**config.mk**
```make
export PLATFORM = sky130hd
export DESIGN_NAME = ps2_command_sequencer_flat
export DESIGN_NICKNAME = d
export VERILOG_FILES = /design/src/rtl/ps2_command_sequencer_if.sv /design/src/rtl/ps2_command_sequencer.sv /design/src/flat_wrapper.sv
export SDC_FILE = /design/constraint.sdc
export NUM_CORES = 1
export LEC_CHECK = 0
export CORE_AREA = 2 2 98 138
export CTS_BUF_LIST = sky130_fd_sc_hd__clkbuf_4 sky130_fd_sc_hd__clkbuf_8
export CTS_CLUSTER_SIZE = 10
export DETAILED_ROUTE_END_ITERATION = 10
export DIE_AREA = 0 0 100 140
export GPL_TIMING_DRIVEN = 0
export PLACE_DENSITY = 0.57
export SKIP_LAST_GASP = 1
export SLEW_MARGIN = 30
export SYNTH_ARGS = -nofsm -noshare
export SYNTH_HDL_FRONTEND = slang
export SYNTH_SLANG_ARGS = --single-unit
```
**constraint.sdc**
```tcl
create_clock -name main_clk -period 5.5 [get_ports main_clk]
set_input_delay 0.825 -clock main_clk [delete_from_list [all_inputs] [get_ports main_clk]]
set_output_delay 0.825 -clock main_clk [all_outputs]
set_load 0.1 [all_outputs]
```
**src/rtl/ps2_command_sequencer_if.sv**
```systemverilog
// MMIO bus between ps2_command_sequencer (master) and ps2_controller (slave).
// The signal names match the sequencer's original MMIO port names.
interface ps2_command_sequencer_if;
  logic [2:0] address_mmio;
  logic [7:0] data_write_mmio;
  logic       is_mmio_write;
  logic [7:0] data_read_mmio;

  modport master (
    output address_mmio,
    output data_write_mmio,
    output is_mmio_write,
    input  data_read_mmio
  );

  modport slave (
    input  address_mmio,
    input  data_write_mmio,
    input  is_mmio_write,
    output data_read_mmio
  );
endinterface

```
**src/rtl/ps2_command_sequencer.sv**
```systemverilog
// Drains ps2_controller's receive FIFO into a ready/valid scan stream and runs
// host commands (cmd + optional arg) with ACK/RESEND handling and a timeout.
module ps2_command_sequencer #(
  parameter int unsigned ACK_TIMEOUT_CYCLES = 1660000,
  parameter int unsigned MAX_RESEND         = 3
) (
  input  logic       main_clk,
  input  logic       reset,
  input  logic       cmd_valid,
  output logic       cmd_ready,
  input  logic [7:0] cmd_byte,
  input  logic       cmd_has_arg,
  input  logic [7:0] cmd_arg,
  output logic       done,
  output logic [1:0] done_status,
  output logic       scan_valid,
  input  logic       scan_ready,
  output logic [7:0] scan_byte,
  output logic       scan_parity_err,
  output logic       stray_resp,
  ps2_command_sequencer_if.master mmio
);

  localparam int unsigned TMR_W = $clog2(ACK_TIMEOUT_CYCLES + 1);
  localparam int unsigned RS_W  = $clog2(MAX_RESEND + 2);

  localparam logic [2:0] A_DATA   = 3'b000;
  localparam logic [2:0] A_TXDATA = 3'b001;
  localparam logic [2:0] A_STATUS = 3'b010;
  localparam logic [2:0] A_TXBUSY = 3'b011;
  localparam logic [2:0] A_PARITY = 3'b100;

  typedef enum logic [2:0] {
    M_POLL, M_RD_DATA, M_RD_PAR, M_POP, M_CLASSIFY, M_EMIT, M_TX_CHK, M_TX_WR
  } main_e;

  typedef enum logic [2:0] {
    C_IDLE, C_SEND_CMD, C_WAIT_CMD, C_SEND_ARG, C_WAIT_ARG, C_FINISH
  } cmd_e;

  main_e            main_q, main_d;
  cmd_e             cmd_q, cmd_d;
  logic [1:0]       rd_cnt_q, rd_cnt_d;
  logic [7:0]       rx_byte_q, rx_byte_d;
  logic             rx_par_q, rx_par_d;
  logic [2:0]       addr_q, addr_d;
  logic             wr_q, wr_d;
  logic [7:0]       wdata_q, wdata_d;
  logic             scan_valid_q, scan_valid_d;
  logic [7:0]       scan_byte_q, scan_byte_d;
  logic             scan_par_q, scan_par_d;
  logic             stray_q, stray_d;
  logic             cmd_ready_q, cmd_ready_d;
  logic [7:0]       cbyte_q, cbyte_d;
  logic [7:0]       carg_q, carg_d;
  logic             chas_q, chas_d;
  logic [1:0]       status_q, status_d;
  logic [TMR_W-1:0] timer_q, timer_d;
  logic [RS_W-1:0]  rs_q, rs_d;

  logic rd_state, rd_done, send_pending, waiting, classify, is_ack, is_nak;
  logic [7:0] tx_byte;

  always_comb begin
    rd_state     = (main_q == M_POLL) || (main_q == M_RD_DATA) ||
                   (main_q == M_RD_PAR) || (main_q == M_TX_CHK);
    rd_done      = rd_state && (rd_cnt_q == 2'd2);
    send_pending = (cmd_q == C_SEND_CMD) || (cmd_q == C_SEND_ARG);
    waiting      = (cmd_q == C_WAIT_CMD) || (cmd_q == C_WAIT_ARG);
    classify     = (main_q == M_CLASSIFY);
    is_ack       = (rx_byte_q == 8'hFA);
    is_nak       = (rx_byte_q == 8'hFE);
    tx_byte      = (cmd_q == C_SEND_ARG) ? carg_q : cbyte_q;
  end

  // Main loop: every read holds its address for 3 cycles and samples on the third.
  always_comb begin
    main_d       = main_q;
    rx_byte_d    = rx_byte_q;
    rx_par_d     = rx_par_q;
    scan_valid_d = scan_valid_q;
    scan_byte_d  = scan_byte_q;
    scan_par_d   = scan_par_q;
    case (main_q)
      M_POLL:
        if (rd_done) begin
          if (mmio.data_read_mmio[0] && !scan_valid_q) main_d = M_RD_DATA;
          else if (send_pending)                       main_d = M_TX_CHK;
          else                                         main_d = M_POLL;
        end
      M_RD_DATA:
        if (rd_done) begin
          rx_byte_d = mmio.data_read_mmio;
          main_d    = M_RD_PAR;
        end
      M_RD_PAR:
        if (rd_done) begin
          rx_par_d = mmio.data_read_mmio[0];
          main_d   = M_POP;
        end
      M_POP:      main_d = M_CLASSIFY;
      M_CLASSIFY: main_d = (is_ack || is_nak) ? M_POLL : M_EMIT;
      M_EMIT: begin
        scan_valid_d = 1'b1;
        scan_byte_d  = rx_byte_q;
        scan_par_d   = rx_par_q;
        main_d       = M_POLL;
      end
      M_TX_CHK:
        if (rd_done) main_d = (mmio.data_read_mmio == 8'h00) ? M_TX_WR : M_POLL;
      M_TX_WR:    main_d = M_POLL;
      default:    main_d = M_POLL;
    endcase
    if (scan_valid_q && scan_ready) scan_valid_d = 1'b0;

    rd_cnt_d = (rd_state && !rd_done) ? rd_cnt_q + 2'd1 : 2'd0;

    // Bus outputs are registered from the next state so they line up with it.
    case (main_d)
      M_RD_DATA: addr_d = A_DATA;
      M_RD_PAR:  addr_d = A_PARITY;
      M_POP:     addr_d = A_DATA;
      M_TX_CHK:  addr_d = A_TXBUSY;
      M_TX_WR:   addr_d = A_TXDATA;
      default:   addr_d = A_STATUS;
    endcase
    wr_d    = (main_d == M_POP) || (main_d == M_TX_WR);
    wdata_d = (main_d == M_TX_WR) ? tx_byte : 8'h00;
    stray_d = classify && (is_ack || is_nak) && !waiting;
  end

  // Command sub-state; a response byte classified this cycle beats the timeout.
  always_comb begin
    cmd_d    = cmd_q;
    cbyte_d  = cbyte_q;
    carg_d   = carg_q;
    chas_d   = chas_q;
    status_d = status_q;
    rs_d     = rs_q;
    timer_d  = timer_q;
    if (waiting && (timer_q != '0)) timer_d = timer_q - TMR_W'(1);
    case (cmd_q)
      C_IDLE:
        if (cmd_valid && cmd_ready_q) begin
          cbyte_d = cmd_byte;
          carg_d  = cmd_arg;
          chas_d  = cmd_has_arg;
          rs_d    = '0;
          cmd_d   = C_SEND_CMD;
        end
      C_SEND_CMD, C_SEND_ARG:
        if (main_q == M_TX_WR) begin
          timer_d = TMR_W'(ACK_TIMEOUT_CYCLES);
          cmd_d   = (cmd_q == C_SEND_CMD) ? C_WAIT_CMD : C_WAIT_ARG;
        end
      C_WAIT_CMD, C_WAIT_ARG:
        if (classify && is_ack) begin
          if ((cmd_q == C_WAIT_CMD) && chas_q) begin
            rs_d  = '0;
            cmd_d = C_SEND_ARG;
          end else begin
            status_d = 2'd0;
            cmd_d    = C_FINISH;
          end
        end else if (classify && is_nak) begin
          if (rs_q == RS_W'(MAX_RESEND)) begin
            status_d = 2'd1;
            cmd_d    = C_FINISH;
          end else begin
            rs_d  = rs_q + RS_W'(1);
            cmd_d = (cmd_q == C_WAIT_CMD) ? C_SEND_CMD : C_SEND_ARG;
          end
        end else if (timer_q == '0) begin
          status_d = 2'd2;
          cmd_d    = C_FINISH;
        end
      C_FINISH: cmd_d = C_IDLE;
      default:  cmd_d = C_IDLE;
    endcase
    cmd_ready_d = (cmd_d == C_IDLE);
  end

  always_ff @(posedge main_clk or posedge reset) begin
    if (reset) begin
      main_q       <= M_POLL;
      cmd_q        <= C_IDLE;
      rd_cnt_q     <= '0;
      rx_byte_q    <= '0;
      rx_par_q     <= 1'b0;
      addr_q       <= A_STATUS;
      wr_q         <= 1'b0;
      wdata_q      <= '0;
      scan_valid_q <= 1'b0;
      scan_byte_q  <= '0;
      scan_par_q   <= 1'b0;
      stray_q      <= 1'b0;
      cmd_ready_q  <= 1'b0;
      cbyte_q      <= '0;
      carg_q       <= '0;
      chas_q       <= 1'b0;
      status_q     <= '0;
      timer_q      <= '0;
      rs_q         <= '0;
    end else begin
      main_q       <= main_d;
      cmd_q        <= cmd_d;
      rd_cnt_q     <= rd_cnt_d;
      rx_byte_q    <= rx_byte_d;
      rx_par_q     <= rx_par_d;
      addr_q       <= addr_d;
      wr_q         <= wr_d;
      wdata_q      <= wdata_d;
      scan_valid_q <= scan_valid_d;
      scan_byte_q  <= scan_byte_d;
      scan_par_q   <= scan_par_d;
      stray_q      <= stray_d;
      cmd_ready_q  <= cmd_ready_d;
      cbyte_q      <= cbyte_d;
      carg_q       <= carg_d;
      chas_q       <= chas_d;
      status_q     <= status_d;
      timer_q      <= timer_d;
      rs_q         <= rs_d;
    end
  end

  assign cmd_ready            = cmd_ready_q;
  assign done                 = (cmd_q == C_FINISH);
  assign done_status          = status_q;
  assign scan_valid           = scan_valid_q;
  assign scan_byte            = scan_byte_q;
  assign scan_parity_err      = scan_par_q;
  assign stray_resp           = stray_q;
  assign mmio.address_mmio    = addr_q;
  assign mmio.data_write_mmio = wdata_q;
  assign mmio.is_mmio_write   = wr_q;

endmodule

```
**src/flat_wrapper.sv**
```systemverilog
// flat-port wrapper written by rule: the top's interface ports become plain ports
module ps2_command_sequencer_flat 
#(
  parameter int unsigned ACK_TIMEOUT_CYCLES = 1660000,
  parameter int unsigned MAX_RESEND         = 3
)
  (main_clk, reset, cmd_valid, cmd_ready, cmd_byte, cmd_has_arg, cmd_arg, done, done_status, scan_valid, scan_ready, scan_byte, scan_parity_err, stray_resp, mmio_address_mmio, mmio_data_write_mmio, mmio_is_mmio_write, mmio_data_read_mmio);
  ps2_command_sequencer_if mmio_i ();
  input  logic main_clk;
  input  logic reset;
  input  logic cmd_valid;
  output logic cmd_ready;
  input  logic [7:0] cmd_byte;
  input  logic cmd_has_arg;
  input  logic [7:0] cmd_arg;
  output logic done;
  output logic [1:0] done_status;
  output logic scan_valid;
  input  logic scan_ready;
  output logic [7:0] scan_byte;
  output logic scan_parity_err;
  output logic stray_resp;
  output wire logic [$bits(mmio_i.address_mmio)-1:0] mmio_address_mmio;
  output wire logic [$bits(mmio_i.data_write_mmio)-1:0] mmio_data_write_mmio;
  output wire logic [$bits(mmio_i.is_mmio_write)-1:0] mmio_is_mmio_write;
  input wire logic [$bits(mmio_i.data_read_mmio)-1:0] mmio_data_read_mmio;
  assign mmio_address_mmio = mmio_i.address_mmio;
  assign mmio_data_write_mmio = mmio_i.data_write_mmio;
  assign mmio_is_mmio_write = mmio_i.is_mmio_write;
  assign mmio_i.data_read_mmio = mmio_data_read_mmio;
  ps2_command_sequencer #(.ACK_TIMEOUT_CYCLES(ACK_TIMEOUT_CYCLES), .MAX_RESEND(MAX_RESEND)) u_core (.main_clk(main_clk), .reset(reset), .cmd_valid(cmd_valid), .cmd_ready(cmd_ready), .cmd_byte(cmd_byte), .cmd_has_arg(cmd_has_arg), .cmd_arg(cmd_arg), .done(done), .done_status(done_status), .scan_valid(scan_valid), .scan_ready(scan_ready), .scan_byte(scan_byte), .scan_parity_err(scan_parity_err), .stray_resp(stray_resp), .mmio(mmio_i));
endmodule
```
# --- After elaboration in Yosys (flattened, before gate mapping) ---
# Cells that the tools add are included.
op_classes:
  magnitude_cmp: 0
  shift: 0
  n_reduce_logical: 39
  mux: 39
  bitwise: 0
  addsub: 3
  n_mul: 0
  n_eq_ne: 27
  div_mod_pow: 0
ops:
  columns: ["op", "count"]
  rows:
  - ["21-bit 2-to-1 mux", 3]
  - ["3-bit 2-to-1 mux", 21]
  - ["3-bit == test (second input constant)", 8]
  - ["3-bit by 2-bit == test with 1-bit output (second input constant)", 7]
  - ["21-bit zero test", 1]
  - ["3-bit case mux with 7 select lines", 1]
  - ["21-bit nonzero test", 1]
  - ["21-bit by 1-bit subtractor with 21-bit output (second input constant)", 1]
  - ["8-bit == test (second input constant)", 2]
  - ["8-bit 2-to-1 mux", 2]
  - ["2-bit 2-to-1 mux", 7]
  - ["3-bit case mux with 4 select lines", 1]
  - ["1-bit logical AND", 11]
  - ["3-bit by 1-bit == test with 1-bit output (second input constant)", 3]
  - ["3-bit zero test", 3]
  - ["3-bit case mux with 3 select lines", 1]
  - ["8-bit zero test", 1]
  - ["2-bit OR reduction", 4]
  - ["1-bit logical OR", 7]
  - ["3-bit by 2-bit inequality test with 1-bit output (second input constant)", 2]
  - ["3-bit case mux with 2 select lines", 1]
  - ["2-bit AND reduction", 3]
  - ["5-bit AND reduction", 1]
  - ["4-bit AND reduction", 1]
  - ["other kinds (11)", 15]
word_totals:
  in_bits: 29
  latch_bits: 0
  register_bits: 84
  n_memories: 0
  out_inout_bits: 27
  ram_bits: 0
  rom_bits: 0

# --- Longest topological paths before layout ---
depth:
  ltp_word: 10
  depth_mapped: 7
  mapped_depth_nobuf: 7

# --- Worst setup path before layout ---
# OpenSTA, ideal clock, no wires.
synth_timing:
  path_kind: "register to output"
  from: "register u_core.cmd_q[0]"
  to: "output done"
  path_stages_with_launch: 4
  path_slack_ns: 2.763
  arrival_ns: 1.912
  n_path_buf: 1
  cell_sequence: "dfrtp_1 > clkbuf_1 > inv_1 > nor2_1"
synth_between:
  elab_chain_len: 1
synth_lines:
  columns: ["item", "line", "source"]
  rows:
  - ["start: declaration", "ps2_command_sequencer.sv:42", "cmd_e cmd_q, cmd_d;"]
  - ["start signal: assignment", "ps2_command_sequencer.sv:206", "cmd_q <= cmd_d;"]
  - ["3-bit == test", "ps2_command_sequencer.sv:228", "assign done = (cmd_q == C_FINISH);"]
  - ["end: declaration", "flat_wrapper.sv:16", "output logic done;"]
# Every way passes these cells.

# --- Worst setup path in the final report ---
# Ends and elaborated chain as after synthesis.

==> impl_summary.log <==
INFO  metric run_status = finished, final reports clean
INFO  metric synth-compound-area-share = 8.672%
INFO  metric net-switching-power = 1.192 mW
INFO  metric worstMarginPinSlew = 984.3 ps
INFO  metric clk_lat_worst_skew = 370 ps
INFO  metric die_h = 140 um
INFO  metric synth-xor-area-share = 1.128%
INFO  metric max-slew-margin-rel = 34.18%
INFO  metric core.rowCount = 49
INFO  metric hold_path_class = flop to flop
INFO  metric drt_iter0_markers = 171
INFO  metric postCtsHoldBufs = 0
INFO  metric wl_met3 = 337 um
INFO  metric placedCellCount = 593
INFO  metric chipWidth = 100 um
INFO  metric clock_power_share = 17.2%
INFO  metric design_power_total = 2.686 mW
INFO  metric cells_after_synth = 383
INFO  metric globalRouteTotalUtil = 13.64%
INFO  metric cellLeakagePower = 2.102 nW
INFO  metric synth_warnings = 0
INFO  metric synthArstFlopShare = 100.0%
INFO  metric post_synth_num_cell_types = 51
INFO  metric synth_fp_nets = 416
INFO  metric ys_seq_area_share = 54.19%
INFO  metric met2WireLength = 4771 um
INFO  metric port-buffer-count = 55
INFO  metric yosys_register_bits = 84
INFO  metric vias = 3057
INFO  metric intPower = 1.494 mW
INFO  metric fin_area = 4873 um^2
INFO  metric clock_tree.htree_level_count = 3
INFO  metric wire_per_inst = 14.70 um
INFO  metric switching_share = 44.38%
INFO  metric final-setup-viol-count = 0
INFO  metric setup.worst_path.class = flop to output pin
INFO  metric synthAdderAreaFrac = 1.289%
INFO  metric clk_transition_reported_paths = 90 ps
INFO  metric p_seq_share = 38.2%
INFO  metric first_global_vias = 3105
INFO  metric peak_supply_drop = 0.0003387 V
INFO  metric post_cts_buffers = 0
INFO  metric wl_met1 = 3670 um
INFO  metric worst_ep_required_time = 4680 ps
INFO  metric final-max-slew-violation-count = 0
INFO  metric design.core.area = 12750 um^2
INFO  metric detail-route-antenna-nets = 0
INFO  metric cts_inserted_buffers = 9
INFO  metric final_layout_size_suffix_gt1_share = 11.18%
INFO  metric antenna_violations_before_repair = 0
INFO  metric average_cell_area_after_synthesis = 10.13 um^2
INFO  metric final_hold_viol_count = 0
INFO  metric final.min_clock_period = 3282 ps
INFO  metric dr.pass1.iters = 4
INFO  metric post-route-drc-count = 0
INFO  metric preCtsSetupSlack = 2282 ps
INFO  metric synth_enable_flop_cells = 0
INFO  metric final_replace_weighted_congestion = 0.8074
INFO  metric worst_clock_skew = 13.83 ps
INFO  metric critical_path_data_arrival_time = 2460 ps
INFO  metric routed_wirelength = 8955 um
INFO  metric route.top_layer_used = met4
INFO  metric utilization = 38.22%
INFO  metric maxClockFrequency = 304.7 MHz
INFO  metric yosys_most_used_dff = sky130_fd_sc_hd__dfrtp_1
INFO  metric num_io_pins = 56
INFO  metric cap_viol_max_count = 0
INFO  metric hold-worst-slack = 441.8 ps
INFO  metric hpwl = 6560 um
INFO  metric cts_sinks = 84
INFO  metric fp.dieArea = 14000 um^2
INFO  metric timing.critical_path.from_type = flop
INFO  metric mappedNetlistArea = 3881 um^2
INFO  metric tritoncts_clock_tree = done
INFO  metric layout-area-overhead-vs-synth = 25.56%
INFO  metric clock_tree_buf_depth = 2
INFO  metric power_frac_comb = 44.6%
INFO  metric instances_no_fill = 609
INFO  metric setup_ws = 2218 ps
INFO  metric wire_length_of_the_first_global_routing_pass = 15000 um
INFO  metric diode_insertion_count_for_antenna_repair = 0
INFO  metric endpoint_kind = output pin
INFO  metric power.density = 551.1 nW/um^2
INFO  metric globalRoute.totalOverflow = 0
INFO  metric critical_path_peak_fanout = 10
INFO  metric initial_utilization = 30.44%
INFO  metric maximum_number_of_pins_on_one_net_before_global_route_repair = 44
INFO  metric rsz0062_at_grt = false
INFO  metric clk_tree_root_cell = sky130_fd_sc_hd__clkbuf_8
INFO  metric synthMuxAreaShare = 8.349%
INFO  metric tns = 0 ps
INFO  metric num-nets-final = 484
INFO  metric cts_resized = 0
INFO  metric r2r_slack = 2970 ps
INFO  metric min_period_over_period = 59.67%
INFO  metric yosys.area_share.simple = 23.82%
INFO  metric synth_top_family_by_area = simple AND/OR/NAND/NOR gates
INFO  metric drt-vias-per-instance = 5.020
INFO  metric postPlaceCellArea = 4667 um^2
-- Yosys cell counts (all sizes together), types with 4 or more instances --
| master | count | area share, % |
|---|---|---|
| dfrtp | 83 | 54 |
| nor2b | 6 | 0.97 |
| inv | 7 | 0.68 |
| ha | 4 | 1.3 |
| or4 | 11 | 2.2 |
| mux2 | 19 | 5.5 |
| nand4 | 5 | 0.81 |
| o21ai | 15 | 2.0 |
| nand2 | 83 | 8.0 |
| nand3 | 19 | 2.5 |
| nor2 | 18 | 1.9 |
| a21oi | 15 | 1.9 |
| clkbuf | 15 | 1.5 |
| or3 | 8 | 1.3 |
| nor3 | 11 | 1.4 |
| xnor2 | 4 | 0.90 |
| nand2b | 4 | 0.64 |
| o211ai | 5 | 1.2 |
| mux2i | 11 | 2.8 |
| nor4 | 6 | 1.1 |
-- placed cells by master (no fill, tap or decap), types with 2 or more instances in the layout --
cell                              count
sky130_fd_sc_hd__a31oi_1              2
sky130_fd_sc_hd__o21ai_0             13
sky130_fd_sc_hd__o211ai_2             2
sky130_fd_sc_hd__clkbuf_8            11
sky130_fd_sc_hd__mux2i_1             11
sky130_fd_sc_hd__nand4_1              5
sky130_fd_sc_hd__nand3_1             19
sky130_fd_sc_hd__nor2b_1              6
sky130_fd_sc_hd__nand2_1             83
sky130_fd_sc_hd__a21oi_1             15
sky130_fd_sc_hd__o211ai_1             3
sky130_fd_sc_hd__clkdlybuf4s50_1     55
sky130_fd_sc_hd__a22o_1               2
sky130_fd_sc_hd__ha_1                 4
sky130_fd_sc_hd__nor4_1               4
sky130_fd_sc_hd__clkbuf_1            15
sky130_fd_sc_hd__o311ai_0             2
sky130_fd_sc_hd__xnor2_1              4
sky130_fd_sc_hd__nor4_2               2
sky130_fd_sc_hd__dfrtp_1             83
sky130_fd_sc_hd__buf_2                2
sky130_fd_sc_hd__and3b_1              2
sky130_fd_sc_hd__or2_2                2
sky130_fd_sc_hd__nor3_1              11
sky130_fd_sc_hd__nand2b_1             4
sky130_fd_sc_hd__nor4b_1              3
sky130_fd_sc_hd__clkinv_2             2
sky130_fd_sc_hd__nand4b_1             2
sky130_fd_sc_hd__or3_1                8
sky130_fd_sc_hd__inv_1                6
sky130_fd_sc_hd__or4_1               10
sky130_fd_sc_hd__o31ai_1              2
sky130_fd_sc_hd__mux2_2              19
sky130_fd_sc_hd__nor2_1              17
-- power by group through the flow --
stage	sequential [mW]	clock [mW]	combinational, mW
finish	1.03	0.463	1.20
global route	1.06	0.500	1.31
CTS	1.03	0.473	1.21
detailed placement	1.04	0	1.20
global placement	1.04	0	1.17
floorplan	1.38	0	0.556
-- cell type report --
cell class	instances	area, um^2
fill	1291	7879
sequential	84	2103
multi-input combinational	275	1685
timing repair buffer	57	583.1
tap	153	191.4
clock buffer	12	158.9
buffer	17	72.57
clock inverter	4	47.55
inverter	7	31.28
-- critical path, cell delays in order, from the launching register on --
cell and delay [ps]:
sky130_fd_sc_hd__dfrtp_1 330, sky130_fd_sc_hd__clkbuf_1 320, sky130_fd_sc_hd__inv_1 120, sky130_fd_sc_hd__nor2_1 170
sky130_fd_sc_hd__clkdlybuf4s50_1 1150
-- metal layers --
| layer | GRT usage, % | vias to the layer above |
|---|---|---|
| met1 | 15.73 | 1499 |
| met3 | 2.395 | 11 |
| met2 | 23.90 | 56 |
| met5 | 0 | - |
| met4 | 7.066 | 0 |
| li1 | - | 1491 |
-- sequential cells by signal, summed over array words and instances, names as in the netlist --
register and count:
u_core.stray_resp 1, u_core.cmd_ready 1, u_core.mmio.address_mmio 3, u_core.rx_byte_q 8, u_core.scan_valid 1, u_core.rd_cnt_q 2, u_core.cmd_q 3, u_core.timer_q 21
u_core.rx_par_q 1, u_core.rs_q 3, u_core.mmio.is_mmio_write 1, u_core.main_q 3, u_core.carg_q 8, u_core.scan_byte 8, u_core.cbyte_q 8, u_core.done_status 2
u_core.mmio.data_write_mmio 8, u_core.chas_q 1, u_core.scan_parity_err 1
-- logic make-up (layout without fill, tap and decap cells) --
kind of cell	after synthesis	after routing
AOI/OAI and AO/OA	51	51
xor gates and xnor gates	5	5
adders and majority gates	4	4
buffers and inverters	24	97
DFF	84	84
muxes	30	30
and+or+nand+nor	185	185
-- path summary, 6_finish.rpt --
check                                              from                                        to  depth (start not counted)
setup / recovery              u_core.cmd_q[0]$_DFF_PP0_                                      done                          4
hold / removal             u_core.rd_cnt_q[0]$_DFF_PP0_              u_core.rd_cnt_q[0]$_DFF_PP0_                          1
setup reg to reg           u_core.timer_q[13]$_DFF_PP0_                u_core.cmd_ready$_DFF_PP0_                          7
hold reg to reg            u_core.rd_cnt_q[0]$_DFF_PP0_              u_core.rd_cnt_q[0]$_DFF_PP0_                          1
max in group asynchronous                         reset  u_core.mmio.data_write_mmio[2]$_DFF_PP0_                          3
min in group asynchronous                         reset           u_core.scan_byte[1]$_DFFE_PP0P_                          2
(Power assumes the default switching activity.)
